[config.mk]
export PLATFORM = sky130hd
export DESIGN_NAME = core_trace_ctrl
export DESIGN_NICKNAME = d
export VERILOG_FILES = /design/src/rtl/core_trace_ctrl_pkg.sv /design/src/rtl/core_trace_ctrl_fifo.sv /design/src/rtl/core_trace_ctrl.sv
export SDC_FILE = /design/constraint.sdc
export NUM_CORES = 1
export LEC_CHECK = 0
export ABC_AREA = 1
export BUFFER_PORTS_ARGS = -buffer_cell sky130_fd_sc_hd__clkbuf_2
export CAP_MARGIN = 0
export CORE_MARGIN = 3
export CORE_UTILIZATION = 45
export CTS_BUF_LIST = sky130_fd_sc_hd__clkbuf_4
export DETAILED_ROUTE_END_ITERATION = 8
export GPL_ROUTABILITY_DRIVEN = 0
export SETUP_SLACK_MARGIN = 0.3
export SYNTH_ARGS = -nofsm -noshare
export SYNTH_HDL_FRONTEND = slang
export SYNTH_SLANG_ARGS = --single-unit
[constraint.sdc]
create_clock -name clk -period 6.3 [get_ports clk]
set_input_delay 0.315 -clock clk [delete_from_list [all_inputs] [get_ports clk]]
set_output_delay 0.315 -clock clk [all_outputs]
set_load 0.02 [all_outputs]
[src/rtl/core_trace_ctrl_pkg.sv]
// core_trace_pkg: shared run-state encoding, default sizing and trace entry layout.
package core_trace_pkg;
  localparam int DATA_W_D = 32;
  localparam int CNT_W_D = 16;
  localparam int DEPTH_D = 8;
  localparam int RST_HOLD_D = 2;
  localparam int MAX_CYCLES_D = 40;
  typedef enum logic [1:0] {HOLD = 2'd0, RUN = 2'd1, DONE = 2'd2} state_t;
  typedef struct packed {
    logic [DATA_W_D-1:0] data;
    logic [CNT_W_D-1:0]  cycle;
  } trace_entry_t;
endpackage

[src/rtl/core_trace_ctrl_fifo.sv]
// trace_fifo: first-word-fall-through sync FIFO with occupancy; push while full is honoured only alongside a pop.
module trace_fifo #(
  parameter int W = 48,
  parameter int DEPTH = 8
) (
  input  logic                     clk,
  input  logic                     rst,
  input  logic                     push,
  input  logic                     pop,
  input  logic [W-1:0]             din,
  output logic [W-1:0]             dout,
  output logic                     full,
  output logic                     empty,
  output logic [$clog2(DEPTH):0]   count
);
  localparam int AW = $clog2(DEPTH);
  logic [W-1:0] mem [DEPTH];
  logic [AW-1:0] wptr, rptr;
  logic wr, rd;
  assign full = count == (AW+1)'(DEPTH);
  assign empty = count == '0;
  assign rd = pop && !empty;
  assign wr = push && (!full || rd);
  assign dout = mem[rptr];
  always_ff @(posedge clk or negedge rst)
    if (!rst) begin
      wptr <= '0;
      rptr <= '0;
      count <= '0;
    end else begin
      wptr <= wr ? wptr + AW'(1) : wptr;
      rptr <= rd ? rptr + AW'(1) : rptr;
      count <= count + (AW+1)'(wr) - (AW+1)'(rd);
    end
  always_ff @(posedge clk)
    if (wr) mem[wptr] <= din;
endmodule

[src/rtl/core_trace_ctrl.sv]
// core_trace_ctrl: sequences core reset release, injects a stall window and
// time-stamps every write-back data change into a drainable trace FIFO.
module core_trace_ctrl
  import core_trace_pkg::*;
#(
  parameter int DATA_W = DATA_W_D,
  parameter int CNT_W = CNT_W_D,
  parameter int DEPTH = DEPTH_D,
  parameter int RST_HOLD = RST_HOLD_D,
  parameter int MAX_CYCLES = MAX_CYCLES_D
) (
  input  logic                     clk,
  input  logic                     rst,
  input  logic                     stall_en,
  input  logic [CNT_W-1:0]         stall_start,
  input  logic [CNT_W-1:0]         stall_len,
  input  logic [DATA_W-1:0]        core_writedata,
  output logic                     core_rst,
  output logic                     core_stall,
  output logic [CNT_W-1:0]         cycle_cnt,
  output logic                     trace_valid,
  input  logic                     trace_ready,
  output logic [DATA_W-1:0]        trace_data,
  output logic [CNT_W-1:0]         trace_cycle,
  output logic [$clog2(DEPTH):0]   trace_count,
  output logic                     overflow,
  output logic                     done
);
  state_t state;
  logic [CNT_W-1:0] hold_cnt;
  logic [DATA_W-1:0] prev;
  logic prev_valid, run, in_win, cap, push, pop, full, empty;
  logic [DATA_W+CNT_W-1:0] head;
  assign run = state == RUN;
  // window end is formed one bit wider so start+len never wraps back into range
  assign in_win = stall_en && cycle_cnt >= stall_start &&
                  {1'b0, cycle_cnt} < {1'b0, stall_start} + {1'b0, stall_len};
  assign core_stall = done || (run && in_win);
  assign core_rst = state != HOLD;
  assign done = state == DONE;
  assign cap = run && !in_win;
  assign push = cap && (!prev_valid || core_writedata != prev);
  assign pop = trace_valid && trace_ready;
  assign trace_valid = !empty;
  assign {trace_data, trace_cycle} = empty ? '0 : head;
  trace_fifo #(.W(DATA_W + CNT_W), .DEPTH(DEPTH)) u_fifo (
    .clk(clk),
    .rst(rst),
    .push(push),
    .pop(pop),
    .din({core_writedata, cycle_cnt}),
    .dout(head),
    .full(full),
    .empty(empty),
    .count(trace_count)
  );
  always_ff @(posedge clk or negedge rst)
    if (!rst) begin
      state <= HOLD;
      hold_cnt <= '0;
      cycle_cnt <= '0;
      prev <= '0;
      prev_valid <= 1'b0;
      overflow <= 1'b0;
    end else begin
      overflow <= overflow | (push && full && !pop);
      if (cap) begin
        prev <= core_writedata;
        prev_valid <= 1'b1;
      end
      if (state == HOLD) begin
        hold_cnt <= hold_cnt + CNT_W'(1);
        if (hold_cnt == CNT_W'(RST_HOLD - 1)) state <= RUN;
      end else if (run) begin
        cycle_cnt <= cycle_cnt + CNT_W'(1);
        if (cycle_cnt == CNT_W'(MAX_CYCLES - 1)) state <= DONE;
      end
    end
endmodule

==> Flow_metrics.wiki, run 1 <==
{| class="wikitable"
! Metric !! Value
|-
| Outcome || finished clean
|-
| Die outline height || 217 µm
|-
| Setup crit end kind || output pin
|-
| IO buf count || 140
|-
| Delay-heaviest family, CP || buffers and inverters
|-
| Synthesis warning total || 0
|-
| Power per cell area || 383 nW/µm²
|-
| Achievable Freq || 0.215 GHz
|-
| TritonCTS Sinks || 462
|-
| Most Frequent Cell on Critical Path || o21ai_0
|-
| Yosys reg bits || 462
|-
| Hold violation total from the final report || 0
|-
| Number of global-route vias before repair || 14287
|-
| Peak ir drop on the vdd network || 0.000192 V
|-
| Remaining max-slew budget at the tightest pin || 0.222
|-
| Final count of negative-setup-slack endpoints || 0
|-
| Overall track demand over capacity in global routing || 0.205
|-
| Final worst setup slack || 1.66 ns
|-
| Fraction of layout instances using a drive strength above 1 || 0.189
|-
| Top cells by area, synth || edfxtp_1, dfrtp_1, o21ai_0
|-
| Wirelength per Cell || 18.0 µm
|-
| TritonCTS clock tree || built
|-
| Number of cells on the worst hold path || 6
|-
| Post-detail-place hpwl || 27.9 mm
|-
| Antenna violations before repair || 1
|-
| Delay of the slowest critical-path stage || 0.96 ns
|-
| CP bufs+invs || 3
|-
| Crit-path cells || inv_2 -> buf_4 -> o21ai_0 -> o22ai_1 -> o21ai_0 -> a31oi_1 -> clkbuf_2
|-
| Starting utilization of the core area || 0.461
|-
| DR iter-0 viols || 864
|-
| Combined area of all synthesized cells || 20100 µm²
|-
| Kind of start point of the critical path || register
|-
| Post-synth EDFFs || 384
|-
| Insertion delay of the later-clocked pin in the worst-skew pair || 0.85 ns
|-
| Class of the most critical setup path || reg2out
|-
| Final core area utilization || 0.533
|-
| Number of cell rows || 76
|-
| Worst-margin pin slew || 1.16 ns
|-
| Unique masters post-synth || 44
|-
| Fraction of post-synthesis cell area in the top cell type by area || 0.573
|-
| Required @ worst endpoint || 5.98 ns
|-
| Count of cell instances traversed by the critical path || 7
|-
| Post-CTS Setup Inserts || 0
|-
| Die Wd || 217 µm
|-
| Placement Cell Area || 21400 µm²
|-
| Total leakage power || 9.05 nW
|-
| Commonest register cell after synthesis || edfxtp_1
|-
| DRC violation count after routing || 0
|-
| GRT overflow || 0
|-
| Clock-pin transition on the worst setup and hold timing paths || 0.06 ns
|-
| Sequential area share after synthesis || 0.670
|-
| Number of vias in the routed layout || 13939
|-
| Number of detailed-routing iterations run before antenna repair || 5
|-
| Pin count of the biggest net entering global routing || 113
|-
| # IOs || 141
|-
| Sum of internal, switching and leakage power || 8.92 mW
|-
| Max Clock Skew || 0.0753 ns
|-
| Time the final worst path needs with I/O delays and setup || 4.64 ns
|-
| CTS Buf Count || 115
|-
| Number of levels in the clock H-tree || 3
|-
| Max capacitance violation total || 0
|-
| Share of synthesized flip-flops with an asynchronous set or reset || 0.169
|-
| Clock Tree Root || clkbuf_4
|-
| Largest area contributor in the synthesized netlist || edfxtp_1
|-
| Syn_nets || 1877
|-
| Area Overhead vs Synth || 15.7%
|-
| Placeable core region || 43600 µm²
|-
| # resized after CTS || 0
|-
| Most common cell after layout, fill and taps aside || edfxtp_1
|-
| Data arrival, critical path || 4.33 ns
|-
| Clock Path Buffers || 3
|-
| Number of antenna-violating nets in the routed design || 0
|-
| Finished layout cell area || 23300 µm²
|-
| Worst hold slack || 0.159 ns
|-
| Leading cell types in the layout, fill and taps excluded || edfxtp_1, nor2_1, o21ai_0
|-
| Number of instances in the synthesized netlist || 1749
|-
| Number of max-slew violations in the final report || 0
|-
| Syn Area/Cell || 11.5 µm²
|-
| Setup repair after global routing missed its margin || false
|-
| Nets@finish || 2105
|-
| Class of the worst hold path || in2reg
|-
| Number of vias per cell after detailed routing || 5.25
|-
| Slowest CP cell || inv_2
|-
| R2R depth || 8
|-
| Final wirelength || 47.8 mm
|-
| Final worst-path cycle share || 0.737
|-
| Maximum fanout encountered on the critical timing path || 58
|-
| Post-placement worst setup slack || 1.32 ns
|-
| First-pass GRT wire length || 76.8 mm
|-
| Total die area || 47300 µm²
|-
| Number of fillers in the final layout || 3816
|}
[tightest hold or removal path: stages]
cell and delay, ns:
clkbuf_2 0.09, nand2_1 0.07, nor2_2 0.05, nand3_4 0.24, nand3_1 0.11, nand2_1 0.07
[state kept, by name (all words and copies together), names as in the netlist]
register,flops
u_fifo.mem,384
prev,32
cycle_cnt,16
hold_cnt,16
u_fifo.count,4
u_fifo.rptr,3
u_fifo.wptr,3
state,2
overflow,1
prev_valid,1
[logic make-up (layout without fill, tap and decap cells)]
group / count (synthesis) / after routing / synth area share
XOR/XNOR: 62 / 62 / 0.0270
buffers and inverters: 181 / 503 / 0.0363
adder cells (fa/ha/maj): 60 / 60 / 0.0381
other: 0 / 1 / 0
AND/OR/NAND/NOR: 568 / 568 / 0.117
AO/OA/AOI/OAI: 416 / 416 / 0.111
flip-flops: 462 / 462 / 0.670
[metal layers]
metal,global-route usage,up-vias,routed length [µm]
li1,-,6748,-
met1,0.280,6748,21800
met2,0.334,381,22500
met3,0.0418,62,2760
met4,0.0646,0,747
met5,0,-,0
[path summary, 6_finish.rpt]
check / end / slack [ns] / from
hold / removal: prev[12] / 0.16 / stall_en
max in group asynchronous: u_fifo.rptr[0] / 5.31 / rst
setup reg to reg: u_fifo.mem[7][38] / 2.57 / u_fifo.count[2]
min in group asynchronous: hold_cnt[7] / 0.20 / rst
setup / recovery: trace_data[0] / 1.66 / u_fifo.rptr[1]
hold reg to reg: prev_valid / 0.45 / prev_valid
[repair_timing]
action / in CTS / in global routing
setup endpoints to repair: 0 / 0
hold buffers: 34 / 0
hold endpoints to repair: 370 / 0
[metrics by stage]
step           cells  TNS [ns]
2_1_floorplan   1749   -136.53
3_3_place_gp    2411         0
3_5_place_dp    2411         0
4_1_cts         2656         0
5_1_grt         2657         0
6_report        2657         0
[layout make-up]
type                       count  area (µm²)  share of cell area
sequential                   462       13500               0.579
antenna                        1        2.50            0.000108
inverter                      95         359              0.0154
clock inverter                29         166             0.00715
timing repair buffer         197        1220              0.0522
multi-input combinational   1106        5950               0.255
tap                          585         732              0.0314
clock buffer                 182        1370              0.0587
[power breakdown]
group	switching [mW]	leakage, nW	internal (mW)
Sequential	0.160	4.43	3.34
Clock	1.19	0.917	1.35
Combinational	1.99	3.71	0.889
[synthesized netlist by cell type (2+ instances only)]
master / n
nor3_1: 16
dfrtp_1: 78
or2_2: 6
nor4_2: 2
o21bai_1: 4
a21boi_0: 2
buf_4: 2
nand2_2: 2
a31oi_1: 50
ha_1: 58
edfxtp_1: 384
o22ai_1: 49
xnor2_1: 26
a21oi_1: 30
buf_6: 4
clkbuf_1: 65
buf_1: 4
nor4_1: 5
xor2_1: 36
inv_1: 92
o21ai_1: 18
fa_1: 2
nor2_2: 4
o21ai_0: 258
nand2_1: 160
nor2_1: 317
nand3_1: 35
nand4_1: 13
clkinv_1: 2
buf_2: 11
Power figures use the tool's default switching activity.
==> inputs of run 2 (changes only) <==
--- a/config.mk
+++ b/config.mk
@@ -5,7 +5,7 @@
 export SDC_FILE = /design/constraint.sdc
 export NUM_CORES = 1
 export LEC_CHECK = 0
-export ABC_AREA = 1
+export ABC_AREA = 0
 export BUFFER_PORTS_ARGS = -buffer_cell sky130_fd_sc_hd__clkbuf_2
 export CAP_MARGIN = 0
 export CORE_MARGIN = 3
==> constraint.sdc (replaced) <==
create_clock -name clk -period 4.14 [get_ports clk]
set_input_delay 0.207 -clock clk [delete_from_list [all_inputs] [get_ports clk]]
set_output_delay 0.207 -clock clk [all_outputs]
set_load 0.02 [all_outputs]
==> Flow_metrics.wiki, run 2 <==
{| class="wikitable"
! Metric !! Value
|-
| First-pass GRT wire length || 68.2 mm (-11%)
|-
| Outcome || finished clean
|-
| Post-Route Setup TNS || 0 ns (unchanged)
|-
| Combined area of all synthesized cells || 19800 µm² (-1.6%)
|-
| Clock Tree Root || clkbuf_4
|-
| Register-to-register path setup slack || 0.68 ns (-1.89 ns)
|-
| Class of the worst hold path || in2reg
|-
| Class of the most critical setup path || in2out
|-
| Number of detailed-routing iterations run before antenna repair || 6 (+1)
|-
| Peak ir drop on the vdd network || 0.000307 V (+59%)
|-
| Flip-flop and latch area || 13500 µm² (about the same)
|-
| Number of cell rows || 76 (unchanged)
|-
| Setup repair after global routing missed its margin || false
|-
| Total die area || 46500 µm² (-1.6%)
|-
| Yosys reg bits || 462 (unchanged)
|-
| Most common cell after layout, fill and taps aside || edfxtp_1
|-
| Starting utilization of the core area || 0.457 (-0.00355)
|-
| Placement Cell Area || 22100 µm² (+3.2%)
|-
| Max capacitance violation total || 0 (unchanged)
|-
| Number of instances in the synthesized netlist || 1112 (-36%)
|-
| Number of global-route vias before repair || 12086 (-15%)
|-
| DRC violation count after routing || 0 (unchanged)
|-
| Total leakage power || 9.16 nW (+1.1%)
|-
| Post-detail-place hpwl || 26.7 mm (-4.4%)
|-
| Clock network fraction of total power || 0.305 (+0.021)
|-
| Synthesis warning total || 0 (unchanged)
|-
| Share of synthesized flip-flops with an asynchronous set or reset || 0.169 (unchanged)
|-
| CTS Buf Count || 118 (+2.6%)
|-
| Final wirelength || 43.0 mm (-10%)
|-
| Syn Area/Cell || 17.8 µm² (+55%)
|-
| Largest register by flop count || u_fifo.mem
|-
| Data arrival, critical path || 3.41 ns (-0.92 ns)
|-
| TritonCTS Sinks || 462 (unchanged)
|-
| Pin count of the biggest net entering global routing || 49 (-57%)
|-
| Sum of internal, switching and leakage power || 13.1 mW (+47%)
|-
| Nets@finish || 1569 (-25%)
|-
| Number of vias per cell after detailed routing || 5.21 (-0.71%)
|-
| Hold violation total from the final report || 0 (unchanged)
|-
| Cell with the most instances after synthesis || edfxtp_1
|-
| Clock-pin transition on the worst setup and hold timing paths || 0.06 ns (about the same)
|-
| NetSw || 4.06 mW (+22%)
|-
| Sequential area share after synthesis || 0.681 (+0.0111)
|-
| Beginning of the worst register-to-register path || cycle_cnt[7]
|-
| Power share of the combinational group || 0.274 (-0.049)
|-
| Placeable core region || 43300 µm² (-0.87%)
|-
| Achievable Freq || 0.277 GHz
|-
| Time the final worst path needs with I/O delays and setup || 3.62 ns
|-
| Internal || 9.03 mW (+62%)
|-
| Fraction of post-synthesis cell area in the top cell type by area || 0.583 (+0.00953)
|-
| Area Overhead vs Synth || 21.8%
|-
| Number of flip-flops under the largest register name || 384 (unchanged)
|-
| Number of levels in the clock H-tree || 3 (unchanged)
|-
| Maximum fanout encountered on the critical timing path || 3 (-95%)
|-
| Largest regs || u_fifo.mem: 384 flops, prev: 32 flops
|-
| Number of vias in the routed layout || 11058 (-21%)
|-
| Number of max-slew violations in the final report || 0 (unchanged)
|-
| DR iter-0 viols || 544 (-37%)
|-
| Max Clock Skew || 0.0792 ns (+0.00397 ns)
|-
| Number of fillers in the final layout || 3519 (-7.8%)
|-
| Die outline height || 216 µm (-0.80%)
|-
| IO buf count || 140 (unchanged)
|-
| Worst-margin pin slew || 0.859 ns (-0.303 ns)
|-
| Commonest cells in the netlist || edfxtp_1, mux4_2, dfrtp_1, nor2_1, ha_1
|-
| Commonest register cell after synthesis || edfxtp_1
|-
| Switching portion of total power || 0.310 (-0.0637)
|-
| Fraction of layout instances using a drive strength above 1 || 0.380 (+0.191)
|-
| Endpoint of the most critical setup path || core_stall
|-
| Number of cells on the worst hold path || 6 (unchanged)
|-
| Unique masters post-synth || 54 (+23%)
|-
| Final worst-path cycle share || 0.873
|-
| Required @ worst endpoint || 3.93 ns (-2.05 ns)
|-
| Insertion delay of the later-clocked pin in the worst-skew pair || 0.84 ns (about the same)
|-
| GRT overflow || 0 (unchanged)
|-
| Power per cell area || 543 nW/µm² (+42%)
|-
| Wirelength per Cell || 20.2 µm (+13%)
|-
| Post-synth EDFFs || 384 (unchanged)
|-
| TritonCTS clock tree || built
|-
| Antenna violations before repair || 2 (+1)
|-
| Remaining max-slew budget at the tightest pin || 0.427 (+0.205)
|-
| Leading cell types in the layout, fill and taps excluded || edfxtp_1, clkbuf_4, clkbuf_2
|-
| Syn_nets || 1240 (-34%)
|-
| Final count of negative-setup-slack endpoints || 0 (unchanged)
|-
| Largest area contributor in the synthesized netlist || edfxtp_1
|-
| Origin of the worst setup path || stall_start[6]
|-
| Top cells by area, synth || edfxtp_1, mux4_2, dfrtp_1
|-
| Finished layout cell area || 24100 µm² (+3.6%)
|-
| Die Wd || 216 µm (-0.80%)
|-
| Kind of start point of the critical path || input port
|-
| Sequential Power Share || 0.421 (+0.028)
|-
| Area of the multi-input gates || 6190 µm² (+4.1%)
|-
| Setup crit end kind || output pin
|-
| Endpoint of the lowest-slack register-to-register path || u_fifo.mem[4][32]
|-
| Clock Path Buffers || 3 (unchanged)
|-
| Number of antenna-violating nets in the routed design || 0 (unchanged)
|-
| R2R depth || 10 (+2)
|-
| Overall track demand over capacity in global routing || 0.191 (-0.0141)
|-
| # IOs || 141 (unchanged)
|}
## run 2: cell types whose count changed in the layout (fill, tap and decap cells not counted), sizes merged, moves of 49 or more
cell	delta
o21ai	-263
a31oi	-49
nand2	-128
inv	-62
buf	+52
nor2	-251
mux4	+96
## run 2: cell families (layout without fill, tap and decap cells)
| family | Yosys count | in the layout | share of synthesized area |
|---|---|---|---|
| buf+inv | 75 | 499 | 0.0156 |
| flops | 462 | 462 | 0.681 |
| xor+xnor | 79 | 79 | 0.0350 |
| mux | 178 | 178 | 0.158 |
| simple gates | 186 | 186 | 0.0456 |
| other cells | 0 | 2 | 0 |
| fa+ha+maj | 60 | 60 | 0.0387 |
| compound gates | 72 | 72 | 0.0255 |
## run 2: layout make-up
| type | instances | area share |
|---|---|---|
| clock buffers | 194 | 0.0604 |
| well taps | 585 | 0.0304 |
| clock inverters | 21 | 0.00597 |
| multi-input cells | 575 | 0.257 |
| repair buffers | 250 | 0.0810 |
| diodes | 2 | 0.000208 |
| flip-flops and latches | 462 | 0.560 |
| inverters | 34 | 0.00529 |
## run 2: per-layer routing
metal  track usage  up-vias  wire length [µm]
met5             0        -                 0
met4        0.0654        0               854
met3        0.0394       56              1980
met2         0.316      258             21400
met1         0.255     5635             18800
li1              -     5109                 -
## run 2: stage by stage
stage,hold WS (ns),util,instances,setup slack [ns]
after floorplan,-0.0886,-,1112,-0.874
after global placement,0.252,0.510,1869,-0.0871
after detailed placement,0.257,0.510,1869,-0.130
after CTS,0.0298,0.556,2121,0.386
after global routing,0.0646,0.557,2123,0.314
final,0.114,0.557,2123,0.524
## run 2: power groups by stage
stage | sequential (mW) | combinational, mW | clock, mW
floorplan | 5.27 | 2.76 | 0
finish | 5.51 | 3.59 | 3.99
global placement | 5.63 | 3.60 | 0
CTS | 5.53 | 3.66 | 4.13
global route | 5.55 | 3.91 | 4.41
detailed placement | 5.63 | 3.62 | 0
## run 2: worst min path at each step
| stage | start | slack, ns | endpoint |
|---|---|---|---|
| detailed placement | rst | 0.26 | cycle_cnt[14] |
| global placement | rst | 0.25 | cycle_cnt[14] |
| floorplan | rst | -0.09 | cycle_cnt[0] |
| CTS | stall_en | 0.03 | u_fifo.wptr[2] |
| global route | stall_en | 0.06 | u_fifo.wptr[2] |
| finish | stall_en | 0.11 | u_fifo.wptr[2] |
## run 2: timing repair
item                                    CTS  global route
hold endpoints to repair                365             0
pin swaps                                 1             3
hold buffers                             36             0
gates resized for setup                   0             7
endpoints found under the setup margin    1             1
setup buffers                             1             0
## run 2: critical path: stages
cell	delay, ns
clkbuf_2	0.11
ha_4	0.24
a2111o_1	0.48
o21a_1	0.23
o31ai_4	0.08
inv_1	0.12
a221oi_2	0.29
xor2_1	0.11
ha_1	0.21
a22oi_2	0.19
nand3_1	0.10
a21oi_1	0.14
a211oi_2	0.10
a211oi_4	0.35
buf_6	0.16
a21o_1	0.13
clkbuf_2	0.17
==> inputs of run 3 (changes only) <==
--- a/config.mk
+++ b/config.mk
@@ -13,6 +13,7 @@
 export CTS_BUF_LIST = sky130_fd_sc_hd__clkbuf_4
 export DETAILED_ROUTE_END_ITERATION = 8
 export GPL_ROUTABILITY_DRIVEN = 0
+export RECOVER_POWER = 25
 export SETUP_SLACK_MARGIN = 0.3
 export SYNTH_ARGS = -nofsm -noshare
 export SYNTH_HDL_FRONTEND = slang
==> Flow_metrics.wiki, run 3 (synthesis results as in run 2) <==
{| class="wikitable"
! Metric !! Value
|-
| Outcome || finished clean
|-
| Worst-margin pin slew || 0.840 ns (-0.0189 ns)
|-
| Post-detail-place hpwl || 26.7 mm (unchanged)
|-
| Clock-pin transition on the worst setup and hold timing paths || 0.06 ns (about the same)
|-
| DRC violation count after routing || 0 (unchanged)
|-
| Flip-flop and latch area || 13500 µm² (unchanged)
|-
| DR iter-0 viols || 554 (+1.8%)
|-
| Clock network fraction of total power || 0.305 (about the same)
|-
| Number of antenna-violating nets in the routed design || 0 (unchanged)
|-
| Peak ir drop on the vdd network || 0.000306 V (-0.15%)
|-
| TritonCTS clock tree || built
|-
| Slowest CP cell || a2111o_1
|-
| Number of vias in the routed layout || 11067 (+0.081%)
|-
| Data arrival, critical path || 3.41 ns (about the same)
|-
| Pin count of the biggest net entering global routing || 49 (unchanged)
|-
| Max Clock Skew || 0.0795 ns (+0.000271 ns)
|-
| Most common cell after layout, fill and taps aside || edfxtp_1
|-
| Total die area || 46500 µm² (unchanged)
|-
| Antenna violations before repair || 2 (unchanged)
|-
| TritonCTS Sinks || 462 (unchanged)
|-
| Number of cell rows || 76 (unchanged)
|-
| Final count of negative-setup-slack endpoints || 0 (unchanged)
|-
| Final wirelength || 43.0 mm (about the same)
|-
| Hold violation total from the final report || 0 (unchanged)
|-
| Number of levels in the clock H-tree || 3 (unchanged)
|-
| Sum of internal, switching and leakage power || 13.1 mW (about the same)
|-
| Kind of start point of the critical path || input port
|-
| Number of fillers in the final layout || 3533 (+0.40%)
|-
| Power share of the combinational group || 0.274 (about the same)
|-
| Number of flip-flops under the largest register name || 384 (unchanged)
|-
| NetSw || 4.05 mW (-0.20%)
|-
| Number of vias per cell after detailed routing || 5.21 (about the same)
|-
| Fraction of layout instances using a drive strength above 1 || 0.359 (-0.0208)
|-
| Largest regs || u_fifo.mem: 384 flops, prev: 32 flops
|-
| Post-Route Setup TNS || 0 ns (unchanged)
|-
| Area Overhead vs Synth || 21.6%
|-
| Remaining max-slew budget at the tightest pin || 0.440 (+0.0126)
|-
| Max capacitance violation total || 0 (unchanged)
|-
| Class of the worst hold path || in2reg
|-
| Setup crit end kind || output pin
|-
| Die outline height || 216 µm (unchanged)
|-
| Number of detailed-routing iterations run before antenna repair || 5 (-1)
|-
| CTS Buf Count || 118 (unchanged)
|-
| Wirelength per Cell || 20.2 µm (about the same)
|-
| Delay of the slowest critical-path stage || 0.48 ns (about the same)
|-
| Placeable core region || 43300 µm² (unchanged)
|-
| GRT overflow || 0 (unchanged)
|-
| Largest register by flop count || u_fifo.mem
|-
| Clock Path Buffers || 3 (unchanged)
|-
| Insertion delay of the later-clocked pin in the worst-skew pair || 0.84 ns (about the same)
|-
| Internal || 9.03 mW (about the same)
|-
| First-pass GRT wire length || 68.2 mm (unchanged)
|-
| Sequential Power Share || 0.421 (about the same)
|-
| CP bufs+invs || 4 (unchanged)
|-
| Delay-heaviest family, CP || compound AO/OA/AOI/OAI gates
|-
| Crit-path cells || clkbuf_2 -> ha_4 -> a2111o_1 -> o21a_1 -> o31ai_4 -> inv_1 -> a221oi_2 -> xor2_1 -> ha_1 -> a22oi_2 -> nand3_1 -> a21oi_1 -> a211oi_2 -> a211oi_4 -> buf_6 -> a21o_1 -> clkbuf_2
|-
| Setup repair after global routing missed its margin || false
|-
| Final worst-path cycle share || 0.873 (about the same)
|-
| Leading cell types in the layout, fill and taps excluded || edfxtp_1, clkbuf_4, clkbuf_2
|-
| Starting utilization of the core area || 0.457 (unchanged)
|-
| Maximum fanout encountered on the critical timing path || 3 (unchanged)
|-
| Total leakage power || 9.06 nW (-1.0%)
|-
| Area of the multi-input gates || 6190 µm² (unchanged)
|-
| Class of the most critical setup path || in2out
|-
| Time the final worst path needs with I/O delays and setup || 3.61 ns (-0.00297 ns)
|-
| Die Wd || 216 µm (unchanged)
|-
| Final core area utilization || 0.556 (-0.000925)
|-
| Most Frequent Cell on Critical Path || clkbuf_2
|-
| Clock Tree Root || clkbuf_4
|-
| Nets@finish || 1569 (unchanged)
|-
| Power per cell area || 544 nW/µm² (about the same)
|-
| Overall track demand over capacity in global routing || 0.191 (unchanged)
|-
| Number of max-slew violations in the final report || 0 (unchanged)
|-
| Achievable Freq || 0.277 GHz (about the same)
|-
| Number of global-route vias before repair || 12086 (unchanged)
|-
| IO buf count || 140 (unchanged)
|-
| # IOs || 141 (unchanged)
|-
| Switching portion of total power || 0.310 (-0.000327)
|-
| Required @ worst endpoint || 3.93 ns (about the same)
|}
[run 3: final cells by class]
cell class / count / share of cell area
clock buffer: 194 / 0.0605
tap: 585 / 0.0304
sequential: 462 / 0.561
clock inverter: 21 / 0.00598
inverter: 34 / 0.00530
timing repair buffer: 250 / 0.0795
antenna: 2 / 0.000208
multi-input combinational: 575 / 0.257
[run 3: path summary, 6_finish.rpt]
path | start | to | slack, ns | cells after the start
worst max register to register | cycle_cnt[7] | u_fifo.mem[4][32] | 0.69 | 10
worst min register to register | prev_valid | prev_valid | 0.46 | 1
max in group asynchronous | rst | prev[10] | 3.12 | 4
min in group asynchronous | rst | state[0] | 0.48 | 4
worst max-delay path | stall_start[6] | core_stall | 0.53 | 17
worst min-delay path | stall_en | u_fifo.wptr[2] | 0.11 | 6
[run 3: what timing repair did]
action	4_1_cts	5_1_grt
pin swaps	1	3
setup buffers	1	0
endpoints found under the setup margin	1	1
resized for setup	0	7
hold endpoints to repair	365	0
hold buffers	36	0
[run 3: per-stage QoR]
step / setup slack (ns) / cell area (µm²) / std cells / hold WS [ns]
detailed placement: -0.130 / 22100 / 1869 / 0.257
global placement: -0.0871 / 22100 / 1869 / 0.252
floorplan: -0.874 / 19900 / 1112 / -0.0886
CTS: 0.386 / 24100 / 2121 / 0.0298
global route: 0.314 / 24100 / 2123 / 0.0646
finish: 0.527 / 24100 / 2123 / 0.113
[run 3: tightest hold or removal path, stage by stage]
cell and delay (ns):
clkbuf_2 0.08, o21ai_0 0.20, a211oi_4 0.08, buf_4 0.15
nor2_1 0.12, xor2_1 0.07
[run 3: routing by layer]
layer / part of all wire / global-route usage
met1: 0.44 / 0.255
met2: 0.50 / 0.316
met3: 0.045 / 0.0394
met4: 0.021 / 0.0654
met5: 0 / 0
[run 3: power groups by stage]
stage | Clock [mW] | Sequential (mW) | Combinational, mW
after floorplan | 0 | 5.27 | 2.76
after global placement | 0 | 5.63 | 3.60
after detailed placement | 0 | 5.63 | 3.62
after CTS | 4.13 | 5.53 | 3.66
after global routing | 4.41 | 5.55 | 3.91
final | 3.99 | 5.51 | 3.58
